--- config.mk ---
export PLATFORM = sky130hd
export DESIGN_NAME = my_reset_sequencer
export DESIGN_NICKNAME = d
export VERILOG_FILES = /design/src/rtl/my_reset_sequencer.sv
export SDC_FILE = /design/constraint.sdc
export NUM_CORES = 1
export LEC_CHECK = 0
export ABC_AREA = 1
export CELL_PAD_IN_SITES_DETAIL_PLACEMENT = 2
export CELL_PAD_IN_SITES_GLOBAL_PLACEMENT = 2
export CORE_MARGIN = 2
export CORE_UTILIZATION = 38
export DETAILED_ROUTE_END_ITERATION = 12
export PLACE_DENSITY_LB_ADDON = 0.1
export RECOVER_POWER = 25
export SETUP_SLACK_MARGIN = 0.4
export SLEW_MARGIN = 5
export SYNTH_ARGS = -nofsm -noshare
export SYNTH_HDL_FRONTEND = slang
export SYNTH_SLANG_ARGS = --single-unit
--- constraint.sdc ---
create_clock -name i_sys_clk -period 5.61 [get_ports i_sys_clk]
set_clock_uncertainty 0.2 [all_clocks]
set_input_delay 0.8415 -clock i_sys_clk [delete_from_list [all_inputs] [get_ports i_sys_clk]]
set_output_delay 0.8415 -clock i_sys_clk [all_outputs]
set_load 0.03 [all_outputs]
--- src/rtl/my_reset_sequencer.sv ---
// ---------------------------------------------------------------------------
// my_reset_sequencer
//
// Board-level reset/enable sequencer running on the system clock, downstream
// of the PLL. PLL lock is synchronised and glitch-filtered, then a
// programmable SDRAM power-up delay elapses before the SDRAM enable rises.
// Reset domains are released one at a time with a fixed stagger, and
// system-ready follows memory initialisation. Lock loss re-sequences from
// scratch; a software warm reset re-runs the domain release with SDRAM kept
// enabled; a memory-init timeout parks the block in FAIL.
//
// Parameters:
//   N_DOMAINS    - number of reset domains (1..8)
//   LOCK_FILTER  - consecutive synchronised lock-high cycles required (>=1)
//   SDR_DELAY    - cycles from qualified lock to SDRAM enable (>=1)
//   STAGE_DELAY  - cycles between successive domain releases (>=1)
//   INIT_TIMEOUT - max cycles waiting for memory init, 0 disables
//
// Ports:
//   i_sys_clk            in   system clock, rising edge
//   i_brd_rst_n          in   asynchronous active-low board reset
//   i_pll_locked         in   PLL lock, asynchronous
//   i_memory_initialized in   memory init done, synchronous
//   i_sw_rst             in   warm-reset request, level sampled
//   o_rst                out  per-domain active-high reset, bit 0 first
//   o_sdr_ena            out  SDRAM controller enable
//   o_system_ready       out  system ready
//   o_init_fail          out  memory init timed out
//   o_lock_loss_cnt      out  saturating lock-loss event count
//   o_state              out  current FSM state encoding
// ---------------------------------------------------------------------------
module my_reset_sequencer #(
  parameter int N_DOMAINS    = 3,
  parameter int LOCK_FILTER  = 4,
  parameter int SDR_DELAY    = 32768,
  parameter int STAGE_DELAY  = 256,
  parameter int INIT_TIMEOUT = 65536
) (
  input  logic                 i_sys_clk,
  input  logic                 i_brd_rst_n,
  input  logic                 i_pll_locked,
  input  logic                 i_memory_initialized,
  input  logic                 i_sw_rst,
  output logic [N_DOMAINS-1:0] o_rst,
  output logic                 o_sdr_ena,
  output logic                 o_system_ready,
  output logic                 o_init_fail,
  output logic [7:0]           o_lock_loss_cnt,
  output logic [2:0]           o_state
);

  // Counter widths: enough bits for the terminal value, never below one bit.
  localparam int FW = (LOCK_FILTER  > 1) ? $clog2(LOCK_FILTER)  : 1;
  localparam int DW = (SDR_DELAY    > 1) ? $clog2(SDR_DELAY)    : 1;
  localparam int SW = (STAGE_DELAY  > 1) ? $clog2(STAGE_DELAY)  : 1;
  localparam int IW = (N_DOMAINS    > 1) ? $clog2(N_DOMAINS)    : 1;
  localparam int TW = (INIT_TIMEOUT > 1) ? $clog2(INIT_TIMEOUT) : 1;

  localparam logic [FW-1:0] FILT_LAST = FW'(LOCK_FILTER - 1);
  localparam logic [DW-1:0] DLY_LAST  = DW'(SDR_DELAY - 1);
  localparam logic [SW-1:0] STG_LAST  = SW'(STAGE_DELAY - 1);
  localparam logic [IW-1:0] IDX_LAST  = IW'(N_DOMAINS - 1);
  localparam logic [TW-1:0] TMO_LAST  = TW'((INIT_TIMEOUT > 0) ? INIT_TIMEOUT - 1 : 0);
  localparam logic [TW-1:0] TMO_MAX   = {TW{1'b1}};
  localparam bit            TMO_EN    = (INIT_TIMEOUT != 0);

  localparam logic [FW-1:0] FILT_ONE  = FW'(1);
  localparam logic [DW-1:0] DLY_ONE   = DW'(1);
  localparam logic [SW-1:0] STG_ONE   = SW'(1);
  localparam logic [IW-1:0] IDX_ONE   = IW'(1);
  localparam logic [TW-1:0] TMO_ONE   = TW'(1);

  localparam logic [FW-1:0]        FILT_ZERO = {FW{1'b0}};
  localparam logic [DW-1:0]        DLY_ZERO  = {DW{1'b0}};
  localparam logic [SW-1:0]        STG_ZERO  = {SW{1'b0}};
  localparam logic [IW-1:0]        IDX_ZERO  = {IW{1'b0}};
  localparam logic [TW-1:0]        TMO_ZERO  = {TW{1'b0}};
  localparam logic [N_DOMAINS-1:0] RST_ALL   = {N_DOMAINS{1'b1}};

  typedef enum logic [2:0] {
    ST_WAIT_LOCK = 3'd0,
    ST_SDR_WAIT  = 3'd1,
    ST_RELEASE   = 3'd2,
    ST_WAIT_INIT = 3'd3,
    ST_READY     = 3'd4,
    ST_FAIL      = 3'd5
  } state_t;

  state_t                 state_r,     state_s;
  logic                   sync1_r;
  logic                   lk_r;
  logic [FW-1:0]          filt_r,      filt_s;
  logic [DW-1:0]          dly_r,       dly_s;
  logic [SW-1:0]          stg_r,       stg_s;
  logic [IW-1:0]          idx_r,       idx_s;
  logic [TW-1:0]          tmo_r,       tmo_s;
  logic [N_DOMAINS-1:0]   rst_r,       rst_s;
  logic                   sdr_ena_r,   sdr_ena_s;
  logic                   sys_rdy_r,   sys_rdy_s;
  logic                   init_fail_r, init_fail_s;
  logic [7:0]             llc_r,       llc_s;

  // Next-state and next-output logic; lock loss outranks warm reset, which
  // outranks the timeout and the normal sequencing.
  always_comb begin
    state_s     = state_r;
    filt_s      = filt_r;
    dly_s       = dly_r;
    stg_s       = stg_r;
    idx_s       = idx_r;
    tmo_s       = tmo_r;
    rst_s       = rst_r;
    sdr_ena_s   = sdr_ena_r;
    sys_rdy_s   = sys_rdy_r;
    init_fail_s = init_fail_r;
    llc_s       = llc_r;

    if ((state_r != ST_WAIT_LOCK) && !lk_r) begin
      // Lock dropped after qualification: tear everything down, SDRAM too.
      state_s     = ST_WAIT_LOCK;
      filt_s      = FILT_ZERO;
      dly_s       = DLY_ZERO;
      stg_s       = STG_ZERO;
      idx_s       = IDX_ZERO;
      tmo_s       = TMO_ZERO;
      rst_s       = RST_ALL;
      sdr_ena_s   = 1'b0;
      sys_rdy_s   = 1'b0;
      init_fail_s = 1'b0;
      if (llc_r != 8'hFF) begin
        llc_s = llc_r + 8'd1;
      end else begin
        llc_s = llc_r;
      end
    end else if (i_sw_rst && ((state_r == ST_READY) || (state_r == ST_FAIL))) begin
      // Warm restart keeps SDRAM powered and only re-runs the domain release.
      state_s     = ST_RELEASE;
      stg_s       = STG_ZERO;
      idx_s       = IDX_ZERO;
      tmo_s       = TMO_ZERO;
      rst_s       = RST_ALL;
      sys_rdy_s   = 1'b0;
      init_fail_s = 1'b0;
    end else begin
      case (state_r)
        ST_WAIT_LOCK: begin
          if (lk_r) begin
            if (filt_r == FILT_LAST) begin
              state_s = ST_SDR_WAIT;
              filt_s  = FILT_ZERO;
              dly_s   = DLY_ZERO;
            end else begin
              filt_s = filt_r + FILT_ONE;
            end
          end else begin
            filt_s = FILT_ZERO;
          end
        end

        ST_SDR_WAIT: begin
          if (dly_r == DLY_LAST) begin
            state_s   = ST_RELEASE;
            sdr_ena_s = 1'b1;
            stg_s     = STG_ZERO;
            idx_s     = IDX_ZERO;
          end else begin
            dly_s = dly_r + DLY_ONE;
          end
        end

        ST_RELEASE: begin
          if (stg_r == STG_LAST) begin
            // Stage counter is the only counter that wraps.
            stg_s        = STG_ZERO;
            rst_s[idx_r] = 1'b0;
            if (idx_r == IDX_LAST) begin
              state_s = ST_WAIT_INIT;
              tmo_s   = TMO_ZERO;
            end else begin
              idx_s = idx_r + IDX_ONE;
            end
          end else begin
            stg_s = stg_r + STG_ONE;
          end
        end

        ST_WAIT_INIT: begin
          if (i_memory_initialized) begin
            state_s   = ST_READY;
            sys_rdy_s = 1'b1;
          end else if (TMO_EN && (tmo_r == TMO_LAST)) begin
            state_s     = ST_FAIL;
            init_fail_s = 1'b1;
            rst_s       = RST_ALL;
          end else if (tmo_r != TMO_MAX) begin
            // Saturates instead of wrapping when the timeout is disabled.
            tmo_s = tmo_r + TMO_ONE;
          end else begin
            tmo_s = tmo_r;
          end
        end

        ST_READY: begin
          sys_rdy_s = i_memory_initialized;
        end

        ST_FAIL: begin
          rst_s       = RST_ALL;
          sys_rdy_s   = 1'b0;
          init_fail_s = 1'b1;
        end

        default: begin
          // Unreachable encodings recover to the fully-reset state.
          state_s     = ST_WAIT_LOCK;
          filt_s      = FILT_ZERO;
          dly_s       = DLY_ZERO;
          stg_s       = STG_ZERO;
          idx_s       = IDX_ZERO;
          tmo_s       = TMO_ZERO;
          rst_s       = RST_ALL;
          sdr_ena_s   = 1'b0;
          sys_rdy_s   = 1'b0;
          init_fail_s = 1'b0;
        end
      endcase
    end
  end

  // State, counters, outputs and the two-flop lock synchroniser.
  always_ff @(posedge i_sys_clk or negedge i_brd_rst_n) begin
    if (!i_brd_rst_n) begin
      state_r     <= ST_WAIT_LOCK;
      sync1_r     <= 1'b0;
      lk_r        <= 1'b0;
      filt_r      <= FILT_ZERO;
      dly_r       <= DLY_ZERO;
      stg_r       <= STG_ZERO;
      idx_r       <= IDX_ZERO;
      tmo_r       <= TMO_ZERO;
      rst_r       <= RST_ALL;
      sdr_ena_r   <= 1'b0;
      sys_rdy_r   <= 1'b0;
      init_fail_r <= 1'b0;
      llc_r       <= 8'd0;
    end else begin
      state_r     <= state_s;
      sync1_r     <= i_pll_locked;
      lk_r        <= sync1_r;
      filt_r      <= filt_s;
      dly_r       <= dly_s;
      stg_r       <= stg_s;
      idx_r       <= idx_s;
      tmo_r       <= tmo_s;
      rst_r       <= rst_s;
      sdr_ena_r   <= sdr_ena_s;
      sys_rdy_r   <= sys_rdy_s;
      init_fail_r <= init_fail_s;
      llc_r       <= llc_s;
    end
  end

  assign o_rst           = rst_r;
  assign o_sdr_ena       = sdr_ena_r;
  assign o_system_ready  = sys_rdy_r;
  assign o_init_fail     = init_fail_r;
  assign o_lock_loss_cnt = llc_r;
  assign o_state         = state_r;

endmodule

==> metrics.txt, run 1 <==
dominant cell type by area after synthesis=dfrtp_1; CTS Buffer Depth=2; Final Hold Vio Count=0; CTS tree=done; Hold/Removal Path Class=reg2reg; clock share of power=a little under 30%; CP delay by family, top=buffers and inverters; Worst Hold Depth=0; Setup CP Type=reg2out; Req. time, crit path=about 4.6 ns; GP Congestion=~0.8; Finished Layout Cells=between 600 and 700; Final Power=around 1.8 mW; Critical Path AT=approximately 1.8 ns; WL/cell=between 15 and 20 um; Post-CTS Hold Fix Bufs=0; P_int=1.09 mW; capturing point of the worst reg2reg path=tmo_r[9]; syn avg cell area=7.57 um2; setup slack, reg-to-reg=just over 3 ns; asr flop ratio synth=100%; CP Capture Type=output port; hpwl dp=between 7000 and 8000 um; part of the cycle the worst path needs=between 50% and 60%; top cell type's share of synthesized area=between 30% and 40%; CP Cell Sequence=clkdlybuf4s50_1; FF-to-FF Start=stg_r[0]; # setup viols final=0; RSZ-0062 raised after global routing=no; CP Launch Type=flip-flop; ys flop type=dfrtp_1; Seq cells post-synth=62; commonest non-fill, non-tap cells in the layout=144 x nand2_1, 59 x dfrtp_1, 47 x inv_1; initial antenna violation count=0; TritonCTS buffer count=9; GR Util All Layers=roughly 23%; dpl cell area=between 4000 and 5000 um2; layout cells sized above 1=between 10% and 20%; Ant. Diodes=0; DRT antenna net count=0; count of flip-flops with a built-in enable after synthesis=0; # rows=36; core box area=between 9000 and 10000 um2; top post-synthesis cells by area=dfrtp_1 39%, nand2_1 14%, nand3_1 5.0%, inv_1 4.7%, nand4_1 4.6%; fin area=about 4400 um2; die area=approximately 11000 um2; Area growth syn-to-layout=15.5%; yosys warns=0; Vias=3526; final WL=approximately 11000 um; Fillers=about 1200; HP Start=sync1_r; Tightest Pin Transition=approximately 0.85 ns; H-tree depth=3; register area share after synthesis=41.2%; Syn Inst Count=roughly 500; Comb pwr share=a little under two fifths; Slew Limit Fails=0; Setup Buffers After CTS=0; Netlist cell types=36; initial core utilization=38.9%; max_slew headroom=a little over two fifths; P_leak=1.97 nW; die height=about 100 um; Worst Reg-to-Reg Cells=8; most common cell after layout, fill and taps aside=nand2_1; Worst VDD drop=approximately 0.00018 V; PD cells=425 nW/um2; # Max-Cap Violations=0; outcome=finished clean; first-pass GRT wire length=around 20000 um; final core area utilization=45.0%; switching pwr=roughly 0.76 mW; TNS Setup=0 ns; vias in the first global route=slightly below 4000; synthesized area=around 3800 um2; drt pass-1 iters=4; I/O Pins=22; DRT iter0 DRCs=between 100 and 150; post-synthesis net count=between 500 and 600; Resize count post-CTS=0; dpl cells=645; Hold Crit Endpoint=lk_r; critical path startpoint=o_state[1]; largest net degree at the start of global routing=63; Tmin final=between 2 and 3 ns; Buf/Inv on CP=1; DIE WIDTH=~100 um; Final Net Count=536; grt ovf=0; Reg clk slew, reported paths=0.07 ns; clk sinks=just over 60; Max Clk Rate=approximately 360 MHz; DRC=0; worst-path maximum fanout=10; worst-skew pair later-pin latency=around 0.35 ns; Vias/cell=around 5.3; Sequential Power Share=roughly a third; Worst path slowest cell=clkdlybuf4s50_1; switch share=41.0%; Crit path largest cell delay=just under 0.8 ns; # port buffers=21; clk root buf=clkbuf_8
-- per-stage QoR --
stage          worst slack, ns  hold WS, ns
2_1_floorplan             3.70        0.131
3_3_place_gp              2.84        0.132
3_5_place_dp              2.77        0.139
4_1_cts                   2.76        0.157
5_1_grt                   2.73        0.165
6_report                  2.79        0.153
-- cells by family after synthesis --
logic type | count (synthesis) | synth area share, %
buffers and inverters | 65 | 7.53
adder cells (fa/ha/maj) | 8 | 2.65
flip-flops | 62 | 41.2
AO/OA/AOI/OAI | 62 | 9.79
XOR/XNOR | 18 | 4.18
AND/OR/NAND/NOR | 283 | 34.6
-- worst max path at each step --
stage                 end  slack [ns]  cells past startpoint
5_1_grt        o_state[1]        2.73                      1
6_report       o_state[1]        2.79                      1
3_3_place_gp     tmo_r[3]        2.84                      8
2_1_floorplan    tmo_r[7]        3.70                     11
3_5_place_dp     tmo_r[4]        2.77                      8
4_1_cts        o_state[1]        2.76                      1
-- layout make-up --
cell class | count | area, um2 | share of cell area [%]
clock inverters | 6 | 133 | 3.05
inverters | 56 | 210 | 4.83
well taps | 133 | 166 | 3.82
clock buffers | 10 | 138 | 3.16
multi-input cells | 371 | 1930 | 44.4
repair buffers | 23 | 220 | 5.06
flip-flops and latches | 62 | 1560 | 35.7
-- worst reg2reg max path: stages (launching register included) --
cell and delay [ns]:
dfrtp_1 0.40, ha_1 0.21, nand3_1 0.17, nor3_2 0.36, nand2_1 0.09, nand2_1 0.21
nand3_2 0.46, nand2_1 0.22, o21ai_2 0.07
-- Yosys cell counts (5+ instances only) --
cell type	count
xor2_1	9
a21oi_1	11
nor2_4	5
nor2_1	45
o21ai_2	7
inv_1	47
o21ai_0	19
nand3_1	38
inv_2	9
nand2_2	7
nand4_1	28
dfrtp_1	59
nand2_1	144
o21ai_1	13
xnor2_1	9
ha_1	8
-- layer usage --
metal / track usage, % / vias to the layer above / share of wire [%]
met5: 0 / - / 0
met4: 7.05 / 0 / 1.2
met3: 4.85 / 11 / 2.6
met2: 40.1 / 49 / 50
met1: 28.8 / 1784 / 46
li1: - / 1682 / -
-- power groups by stage --
stage          clock network, mW  registers (mW)  logic [mW]
3_3_place_gp                   0           0.600       0.685
2_1_floorplan                  0           0.663       0.426
6_report                   0.546           0.596       0.707
3_5_place_dp                   0           0.604       0.709
4_1_cts                    0.564           0.596       0.722
5_1_grt                    0.586           0.610       0.792
-- sequential cells by signal (all words and copies together) (netlist names), 2 cells and up --
register and count:
o_lock_loss_cnt 8, o_rst 3, idx_r 2, o_state 3
stg_r 8, dly_r 15, filt_r 2, tmo_r 16
No activity file was read; power rests on OpenSTA's default activity.
==> run 2: changes to the inputs <==
--- a/config.mk
+++ b/config.mk
@@ -9,7 +9,7 @@
 export CELL_PAD_IN_SITES_DETAIL_PLACEMENT = 2
 export CELL_PAD_IN_SITES_GLOBAL_PLACEMENT = 2
 export CORE_MARGIN = 2
-export CORE_UTILIZATION = 38
+export CORE_UTILIZATION = 32
 export DETAILED_ROUTE_END_ITERATION = 12
 export PLACE_DENSITY_LB_ADDON = 0.1
 export RECOVER_POWER = 25
==> constraint.sdc (replaced) <==
create_clock -name i_sys_clk -period 2.5 [get_ports i_sys_clk]
set_clock_uncertainty 0.2 [all_clocks]
set_input_delay 0.375 -clock i_sys_clk [delete_from_list [all_inputs] [get_ports i_sys_clk]]
set_output_delay 0.375 -clock i_sys_clk [all_outputs]
set_load 0.03 [all_outputs]
==> run 2 against run 1 <==
Effect of this change:
- final area is 6.9% higher
- core utilization is 4.4 points lower
- worst hold slack got worse by 0.0061 ns
- die area rose by 18%
- clock power increased by 130%
- highest routed layer unchanged
==> metrics.txt, run 2 (synthesis results as in run 1) <==
final worst-path setup slack=0.459 ns (-2.34 ns); RSZ-0062 raised after global routing=yes; clk sinks=62 (unchanged); Final Net Count=555 (+3.5%); Comb pwr share=40.5% (+2.2 points); max_slew headroom=45.1% (+2.0 points); part of the cycle the worst path needs=81.6%; Slew Limit Fails=0 (unchanged); layout cells sized above 1=18.1% (+6.4 points); CP delay by family, top=buffers and inverters; Worst Hold Depth=0 (unchanged); I/O Pins=22 (unchanged); CP Capture Type=output port; final WL=12400 um (+9.0%); core box area=11500 um2 (+18%); most common cell after layout, fill and taps aside=nand2_1; worst-path maximum fanout=4 (-6); switch share=42.3% (+1.2 points); HP Start=sync1_r; WL/cell=17.9 um (+4.5%); # port buffers=21 (unchanged); Tightest Pin Transition=0.824 ns (-0.0303 ns); initial core utilization=32.9% (-6.1 points); Hold/Removal Path Class=reg2reg; dpl cells=663 (+2.8%); Setup CP Type=reg2out; Ant. Diodes=0 (unchanged); GR Util All Layers=20.7% (-2.4 points); DIE WIDTH=113 um (+8.6%); # Max-Cap Violations=0 (unchanged); DRT antenna net count=0 (unchanged); DRT iter0 DRCs=103 (-31%); max FFs per register=16 (unchanged); Crit path largest cell delay=0.70 ns (-0.08 ns); P_int=2.53 mW (+130%); drt pass-1 iters=4 (unchanged); Hold Crit Endpoint=lk_r; switching pwr=1.86 mW (+140%); Vias=3583 (+1.6%); largest net degree at the start of global routing=29 (-54%); # setup viols final=0 (unchanged); # rows=39 (+8.3%); clock share of power=28.9% (-0.6 points); CTS Buffer Depth=2 (unchanged); worst-skew pair later-pin latency=0.35 ns (about the same); Reg clk slew, reported paths=0.05 ns (-0.02 ns); first-pass GRT wire length=20600 um (+3.2%); setup slack, reg-to-reg=0.50 ns (-2.60 ns); TritonCTS buffer count=9 (unchanged); Critical Path AT=1.47 ns (-0.30 ns); Final Hold Vio Count=0 (unchanged); TNS Setup=0 ns (unchanged); H-tree depth=3 (unchanged); GP Congestion=0.777 (-3.9%); Worst Reg-to-Reg Cells=8 (unchanged); initial antenna violation count=0 (unchanged); capturing point of the worst reg2reg path=o_lock_loss_cnt[5]; clk root buf=clkbuf_16; PD cells=943 nW/um2 (+120%); Max Clk Rate=490 MHz; Worst VDD drop=0.000436 V (+150%); CTS tree=done; P_leak=2.12 nW (+8.1%); Largest Register=tmo_r; hpwl dp=8700 um (+9.7%); commonest non-fill, non-tap cells in the layout=139 x nand2_1, 55 x dfrtp_1, 47 x inv_1; Req. time, crit path=1.92 ns (-2.65 ns); Area growth syn-to-layout=23.4%; Fillers=1311 (+13%); Buf/Inv on CP=1 (unchanged); die height=113 um (+8.6%); Tmin final=between 2 and 2.5 ns; grt ovf=0 (unchanged); Finished Layout Cells=690 (+4.4%); vias in the first global route=3866 (-1.4%); Sequential Power Share=30.6% (-1.6 points); FF-to-FF Start=lk_r; leading registers by flop count=tmo_r (16), dly_r (15); die area=12700 um2 (+18%); DRC=0 (unchanged); Vias/cell=5.19 (-2.7%); CP Cell Sequence=clkdlybuf4s50_1; CP Launch Type=flip-flop; Worst path slowest cell=clkdlybuf4s50_1; final core area utilization=40.6% (-4.4 points); pre-CTS setup slack=0.255 ns (-2.51 ns); outcome=finished clean
==> run 2: cell types whose count changed in the layout (fill, tap and decap cells not counted), moves of 5 or more <==
cell             delta
buf_4              +14
clkbuf_8           -10
clkbuf_16           +9
clkdlybuf4s50_1     -6
dlygate4sd2_1       +6
nand2_1             -5
==> run 2: repair_timing <==
item / CTS / global route
cloned: 1 / 0
hold buffers: 1 / 0
setup endpoints to repair: 51 / 48
hold endpoints to repair: 23 / 0
resized for setup: 15 / 25
setup buffers: 0 / 9
pin swaps: 1 / 7
==> run 2: worst max path at each step <==
stage	startpoint	to	slack [ns]	cells after the start
floorplan	o_state[2]	tmo_r[7]	0.59	11
detailed placement	dly_r[0]	dly_r[14]	0.26	8
global route	lk_r	o_state[0]	0.38	9
global placement	tmo_r[0]	tmo_r[13]	0.36	10
CTS	dly_r[0]	dly_r[9]	0.40	10
finish	o_lock_loss_cnt[7]	o_lock_loss_cnt[7]	0.46	1
==> run 2: per-stage QoR <==
stage	hold WS [ns]	cell area, um2	power (mW)
after global placement	0.132	4170	2.95
after global routing	0.157	4650	4.70
after detailed placement	0.136	4170	3.02
after CTS	0.149	4500	4.34
final	0.147	4650	4.39
after floorplan	-0.121	3770	2.44
==> run 2: per-layer routing <==
layer  share of wire, %  vias up  GRT usage, %
met2                 48       45          33.3
li1                   -     1723             -
met4                2.3        0          8.54
met1                 48     1796          27.8
met3                2.2       19          3.08
met5                  0        -             0
==> run 2: power groups by stage <==
stage          clock network, mW  logic, mW  registers [mW]
3_5_place_dp                   0       1.66            1.36
5_1_grt                     1.33       1.99            1.37
3_3_place_gp                   0       1.61            1.34
2_1_floorplan                  0      0.957            1.49
4_1_cts                     1.30       1.69            1.35
6_report                    1.27       1.78            1.34
==> run 2: area by class of cell <==
cell class	instances	area, um2	share of cell area, %
well taps	143	179	3.85
clock buffers	9	225	4.84
repair buffers	41	378	8.12
inverters	56	213	4.57
clock inverters	7	65.1	1.40
multi-input cells	372	2030	43.7
flip-flops and latches	62	1560	33.5
==> run 2: worst register-to-register path: cells and delay by family, from the launching register on <==
kind | cells | cell delay, ns
and+or+nand+nor | 3 | 0.38
buffers and inverters | 4 | 0.72
xor gates and xnor gates | 1 | 0.14
DFF | 1 | 0.45
